$ cat src/rtl/bleuart_recv_byte.sv
// UART byte receiver with oversampled start/data/stop sampling.
// Produces a one-cycle valid or ferr pulse per received frame.
module bleuart_recv_byte #(
  parameter int OVS = 16
) (
  input  logic       clk,
  input  logic       rst,
  input  logic       rx,
  input  logic       tick,
  output logic [7:0] out,
  output logic       valid,
  output logic       ferr,
  output logic       busy
);

  localparam int SCW = $clog2(OVS);
  localparam logic [SCW-1:0] SC_HALF = SCW'(OVS / 2 - 1);
  localparam logic [SCW-1:0] SC_LAST = SCW'(OVS - 1);
  localparam logic [SCW-1:0] SC_ONE  = SCW'(1);

  typedef enum logic [1:0] {
    IDLE,
    START,
    DATA,
    STOP
  } state_t;

  state_t         state_q, state_d;
  logic [SCW-1:0] sc_q, sc_d;
  logic [2:0]     bi_q, bi_d;
  logic [7:0]     shift_q, shift_d;
  logic [7:0]     out_q, out_d;
  logic           valid_q, valid_d;
  logic           ferr_q, ferr_d;
  logic           meta_q, rxs_q;

  // Two-flop synchronizer for the asynchronous line; idles high.
  always_ff @(posedge clk) begin
    if (rst) begin
      meta_q <= 1'b1;
      rxs_q  <= 1'b1;
    end else begin
      meta_q <= rx;
      rxs_q  <= meta_q;
    end
  end

  // Receiver state, counters, shift register and output pulses.
  always_ff @(posedge clk) begin
    if (rst) begin
      state_q <= IDLE;
      sc_q    <= '0;
      bi_q    <= '0;
      shift_q <= '0;
      out_q   <= '0;
      valid_q <= 1'b0;
      ferr_q  <= 1'b0;
    end else begin
      state_q <= state_d;
      sc_q    <= sc_d;
      bi_q    <= bi_d;
      shift_q <= shift_d;
      out_q   <= out_d;
      valid_q <= valid_d;
      ferr_q  <= ferr_d;
    end
  end

  // Next-state logic; everything advances only on oversample ticks.
  always_comb begin
    state_d = state_q;
    sc_d    = sc_q;
    bi_d    = bi_q;
    shift_d = shift_q;
    out_d   = out_q;
    valid_d = 1'b0;
    ferr_d  = 1'b0;
    if (tick) begin
      unique case (state_q)
        IDLE: begin
          if (!rxs_q) begin
            state_d = START;
            sc_d    = '0;
          end
        end
        START: begin
          sc_d = sc_q + SC_ONE;
          if (sc_q == SC_HALF) begin
            sc_d = '0;
            bi_d = '0;
            if (!rxs_q) begin
              state_d = DATA;
            end else begin
              state_d = IDLE;
            end
          end
        end
        DATA: begin
          sc_d = sc_q + SC_ONE;
          if (sc_q == SC_LAST) begin
            sc_d          = '0;
            shift_d[bi_q] = rxs_q;
            bi_d          = bi_q + 3'd1;
            if (bi_q == 3'd7) begin
              state_d = STOP;
            end
          end
        end
        STOP: begin
          sc_d = sc_q + SC_ONE;
          if (sc_q == SC_LAST) begin
            sc_d    = '0;
            state_d = IDLE;
            if (rxs_q) begin
              out_d   = shift_q;
              valid_d = 1'b1;
            end else begin
              ferr_d  = 1'b1;
            end
          end
        end
        default: begin
          state_d = IDLE;
          sc_d    = '0;
        end
      endcase
    end
  end

  assign out   = out_q;
  assign valid = valid_q;
  assign ferr  = ferr_q;
  assign busy  = (state_q != IDLE);

endmodule

$ cat config.mk
export PLATFORM = sky130hd
export DESIGN_NAME = bleuart_recv_byte
export DESIGN_NICKNAME = d
export VERILOG_FILES = /design/src/rtl/bleuart_recv_byte.sv
export SDC_FILE = /design/constraint.sdc
export NUM_CORES = 1
export LEC_CHECK = 0
export ABC_AREA = 1
export CORE_ASPECT_RATIO = 0.75
export CORE_MARGIN = 2
export CORE_UTILIZATION = 45
export DETAILED_ROUTE_END_ITERATION = 12
export GPL_ROUTABILITY_DRIVEN = 0
export MAX_ROUTING_LAYER = met4
export PLACE_DENSITY = 0.64
export SLEW_MARGIN = 20
export SYNTH_ARGS = -nofsm -noshare
export SYNTH_HDL_FRONTEND = slang
export SYNTH_SLANG_ARGS = --single-unit
$ cat constraint.sdc
create_clock -name clk -period 2.55 [get_ports clk]
set_input_delay 0.3825 -clock clk [delete_from_list [all_inputs] [get_ports clk]]
set_output_delay 0.3825 -clock clk [all_outputs]
set_load 0.005 [all_outputs]
==> results of run 1 <==
## power groups by stage
| stage | Clock (mW) | Combinational, mW | Sequential, mW |
|---|---|---|---|
| after global routing | 0.405 | 0.0387 | 0.460 |
| after floorplan | 0 | 0.0224 | 0.468 |
| after CTS | 0.376 | 0.0347 | 0.460 |
| after detailed placement | 0 | 0.0346 | 0.470 |
| after global placement | 0 | 0.0343 | 0.470 |
| final | 0.369 | 0.0345 | 0.460 |
## layout by cell type (no fill, tap or decap), drive strengths merged, types with 2 or more instances in the layout
cell type      instances
nand2                 31
dfxtp                 29
inv                   25
a21oi                 23
o21ai                 17
nor2                  15
clkdlybuf4s50         14
nand3                 13
clkbuf                 7
ha                     3
nand4                  2
or2                    2
a211oi                 2
## through the flow
| stage | total power [mW] | hold slack (ps) | worst slack [ps] | util [%] | cells |
|---|---|---|---|---|---|
| after floorplan | 0.4901 | 389.5 | 1146 | - | 171 |
| after global placement | 0.5040 | 396.8 | 807.0 | 54.99 | 217 |
| after detailed placement | 0.5046 | 397.5 | 776.1 | 54.99 | 217 |
| after CTS | 0.8710 | 415.5 | 734.9 | 58.21 | 224 |
| after global routing | 0.9036 | 428.2 | 686.8 | 58.21 | 224 |
| final | 0.8642 | 410.8 | 736.7 | 58.21 | 224 |
## cell type report
cell class / count / area [sq um] / area share, %
Tap cell: 36 / 45.04 / 2.885
Sequential cell: 29 / 580.6 / 37.18
Multi-Input combinational cell: 111 / 604.3 / 38.70
Clock buffer: 7 / 86.33 / 5.529
Timing Repair Buffer: 15 / 147.6 / 9.455
Inverter: 26 / 97.59 / 6.250
## flip-flops by register name, indices dropped and copies added, names as in the netlist, named ones only
name     flops
sc_q         4
rxs_q        1
ferr         1
bi_q         3
meta_q       1
valid        1
out          8
shift_q      8
state_q      1
## layer usage
metal	vias to the layer above	track usage [%]	part of all wire, %
met4	0	5.442	0.89
met1	495	26.71	50
li1	587	-	-
met3	3	8.072	7.6
met5	-	-	0
met2	32	23.67	41
## worst min path at each step
stage | from | to | slack [ps] | cells after the start
2_1_floorplan | meta_q$_SDFF_PP1_ | rxs_q$_SDFF_PP1_ | 390 | 1
3_3_place_gp | meta_q$_SDFF_PP1_ | rxs_q$_SDFF_PP1_ | 400 | 1
3_5_place_dp | meta_q$_SDFF_PP1_ | rxs_q$_SDFF_PP1_ | 400 | 1
4_1_cts | meta_q$_SDFF_PP1_ | rxs_q$_SDFF_PP1_ | 420 | 1
5_1_grt | meta_q$_SDFF_PP1_ | rxs_q$_SDFF_PP1_ | 430 | 1
6_report | meta_q$_SDFF_PP1_ | rxs_q$_SDFF_PP1_ | 410 | 1
## cell families after synthesis
logic type / share of synthesized area (%)
simple gates: 25.96
compound gates: 16.76
buf+inv: 9.291
flops: 44.44
fa+ha+maj: 2.874
xor+xnor: 0.6706
==> metrics.yaml, run 1 <==
track_usage_pct: 18.73
r2r_slack_ps: 880
clkTransAtPathRegs_ps: 50
setup_violations: 0
period_minus_slack_ps: 1813
hpwl_mm: 1.986
fmax_mhz: 551.5
n_antenna_cell: 0
drv_cap: 0
p_switching_mw: 0.1812
dr.pass1.iters: 4
synth_area_leader_cell: "dfxtp_1"
hold_buffers: 0
worstPathMaxFanout: 4
post-synth-top-count-cell: "dfxtp_1"
clockBufferDepth: 2
nFillCells: 246
overflow: 0
cp_num_cells: 3
p_int_mw: 0.6830
post_cts_resized: 0
finalSetupTns_ps: 0
io_buffer_count: 14
critPathLaunch: "state_q[0]$_SDFFE_PP0P_"
swShare_pct: 20.97
critPathRequiredTime_ps: 2170
max_stage_delay_ps: 520
maxSlewViolCount: 0
relSlewSlack_pct: 73.96
hold_path.class: "flip-flop to flip-flop"
area_growth_pct: 19.54
synthCells: 171
postSynthAreaPerCell_sq_um: 7.639
hold_violations: 0
rsz0062_at_grt: "no"
synthArstFlopShare_pct: 0
power.density_mw_per_mm2: 553.4
ys.flop_type: "dfxtp_1"
power.share.clock_pct: 42.8
drcViolationCount: 0
placed_area_sq_mm: 0.001475
synth_edf_count: 0
cts_buffers: 5
viasPerCell: 4.987
finalInstanceArea_sq_mm: 0.001562
worstSetupStartpointType: "flip-flop"
drive_gt1_share_pct: 10.11
comb_power_share_pct: 4.0
finClkSkew_ps: 3.646
synth_commonest_cells: "29 x dfxtp_1, 28 x nand2_1, 23 x a21oi_1, 23 x inv_1, 16 x o21ai_0"
yosys-top-cells-area: "dfxtp_1 44%, a21oi_1 8.8%, nand2_1 8.0%, inv_1 6.6%, o21ai_0 6.1%"
path_buf_inv: 2
ant_nets: 0
htree_levels: 2
start_util_pct: 48.69
p_leak_nw: 0.6628
yosysUniqueCellTypes: 25
chipWidth_microns: 66.21
worstMarginPinSlew_ps: 389.4
fp.dieH_microns: 50.66
num_rows: 16
synth-seq-cells: 29
core_area_sq_mm: 0.002683
drt-total-wl_mm: 2.579
detail_route.wl_per_cell_microns: 11.51
cp-end-kind: "output port"
crit_chain: "inv_1 > nand2_1 > clkdlybuf4s50_1"
path_class: "flip-flop to output port"
drt_iter0_drc: 94
crit_family: "buffers and inverters"
syn_nets: 178
synth_area_sq_mm: 0.001306
yosys_warnings: 0
ys_seq_area_share_pct: 44.44
nNetsFinal: 195
cts-root-buf: "clkbuf_8"
reg2reg_depth: 6
antenna_found_initial: 0
die_area_sq_mm: 0.003354
top_level_ports: 15
finalCritPeriodShare_pct: 71.11
vdd.ir_drop.worst_mv: 0.4008
crit_arrival_ps: 1430
status: "finished, final reports clean"
insertion_delay_ps: 280
r2r-start: "sc_q[0]$_SDFFE_PP0P_"
pwr-share-seq_pct: 53.3
cts_setup_buffers: 0
num_vias: 1117
r2r-end: "out[5]$_SDFFE_PP0P_"
cts_tree: "yes"
grt_max_degree: 18
cts.sinks: 29
grt_pass1_wl_mm: 4.519
grt_pass1_vias: 991
crit_slowest_cell: "clkdlybuf4s50_1"
synth_top_area_share_pct: 44.44
crit_path_end: "busy"
(Power assumes the default switching activity.)
==> inputs of run 2 (changes only) <==
- clock period: 2.55 -> 1.8 ns (I/O delays scaled with it)
==> metrics.yaml, run 2 (synthesis gave the netlist of run 1 again) <==
detail_route.wl_per_cell_microns: 11.60
hold_violations: 0
regArea_sq_um: 580.6
io_buffer_count: 14
power.density_mw_per_mm2: 767.6
viasPerCell: 4.894
ant_nets: 0
clkTransAtPathRegs_ps: 60
fmax_mhz: 584.1
finalInstanceArea_sq_mm: 0.001563
dr.pass1.iters: 4
finClkSkew_ps: 3.758
r2r_slack_ps: 220
drcViolationCount: 0
path_buf_inv: 2
max_stage_delay_ps: 520
nNetsFinal: 196
worstMarginPinSlew_ps: 373.1
finalCritPeriodShare_pct: 95.11
hold_slack_ps: 415.2
multiInputGateArea_sq_um: 604.3
setup_violations: 0
finalSetupTns_ps: 0
num_vias: 1106
p_leak_nw: 0.6624
reg2reg_depth: 8
period_minus_slack_ps: 1712
cp-end-kind: "output port"
critPathLaunch: "state_q[0]$_SDFFE_PP0P_"
hold_path.class: "flip-flop to flip-flop"
placed_area_sq_mm: 0.001483
antenna_found_initial: 0
num_rows: 16
cp_num_cells: 3
htree_levels: 2
grt_pass1_wl_mm: 4.485
maxSlewViolCount: 0
cts_tree: "yes"
cts_setup_buffers: 0
crit_path_end: "busy"
drt_iter0_drc: 73
top_level_ports: 15
rsz0062_at_grt: "no"
dp.cells: 218
chipWidth_microns: 66.21
crit_arrival_ps: 1440
track_usage_pct: 18.77
status: "finished, final reports clean"
cts_buffers: 5
relSlewSlack_pct: 75.09
n_antenna_cell: 0
start_util_pct: 48.69
overflow: 0
worstPathMaxFanout: 4
stdcell_count: 226
path_class: "flip-flop to output port"
clockBufferDepth: 2
vdd.ir_drop.worst_mv: 0.5234
crit_chain: "inv_1 > nand2_1 > clkdlybuf4s50_1"
worstSetupStartpointType: "flip-flop"
grt_pass1_vias: 982
die_area_sq_mm: 0.003354
layout_common_cells: "29 x dfxtp_1, 28 x nand2_1, 23 x inv_1, 23 x a21oi_1, 15 x o21ai_0"
area_growth_pct: 19.64
crit_family: "buffers and inverters"
insertion_delay_ps: 280
cts-root-buf: "clkbuf_8"
final_common_cell: "dfxtp_1"
cts.sinks: 29
drv_cap: 0
r2r-end: "bi_q[1]$_SDFFE_PP0P_"
critPathRequiredTime_ps: 1530
nFillCells: 264
hpwl_mm: 1.941
core_area_sq_mm: 0.002683
drt-total-wl_mm: 2.621
r2r-start: "sc_q[0]$_SDFFE_PP0P_"
drive_gt1_share_pct: 10.00
crit_slowest_cell: "clkdlybuf4s50_1"
grt_max_degree: 18
fp.dieH_microns: 50.66
[run 2: where the power goes]
group          leakage [nW]  switching [mW]  internal (mW)
sequential            0.234         0.00585          0.646
combinational         0.389          0.0306         0.0194
clock                0.0395           0.224          0.274
total                 0.662           0.260          0.939
[run 2: area by class of cell]
type,instances,share of cell area (%)
Multi-Input combinational cell,111,38.67
Sequential cell,29,37.15
Timing Repair Buffer,16,9.928
Inverter,26,6.245
Clock buffer,8,5.124
Tap cell,36,2.882
[run 2: how the worst min path moves through the flow]
stage | from | end | slack, ps | depth (start not counted)
finish | meta_q$_SDFF_PP1_ | rxs_q$_SDFF_PP1_ | 420 | 1
global route | meta_q$_SDFF_PP1_ | rxs_q$_SDFF_PP1_ | 440 | 1
CTS | meta_q$_SDFF_PP1_ | rxs_q$_SDFF_PP1_ | 420 | 1
detailed placement | meta_q$_SDFF_PP1_ | rxs_q$_SDFF_PP1_ | 400 | 1
global placement | meta_q$_SDFF_PP1_ | rxs_q$_SDFF_PP1_ | 400 | 1
floorplan | rx | meta_q$_SDFF_PP1_ | 370 | 1
[run 2: per-layer routing]
layer | up-vias | share of wire (%) | global-route usage (%)
met5 | - | 0 | -
met4 | 0 | 2.4 | 11.22
met3 | 7 | 5.6 | 5.381
met2 | 27 | 41 | 23.50
met1 | 483 | 51 | 26.26
li1 | 589 | - | -
[run 2: through the flow]
step                      util (%)  setup slack, ps  power (mW)
after detailed placement     55.27            144.7      0.7156
after CTS                    58.26            80.98       1.217
after global routing         58.26            22.88       1.249
after floorplan                  -            396.4      0.6944
after global placement       55.27            197.5      0.7144
final                        58.26            88.07       1.200
[run 2: timing repair]
action | CTS | global route
endpoints found under the setup margin | 0 | 1
resized for setup | 0 | 1
hold buffers | 0 | 0
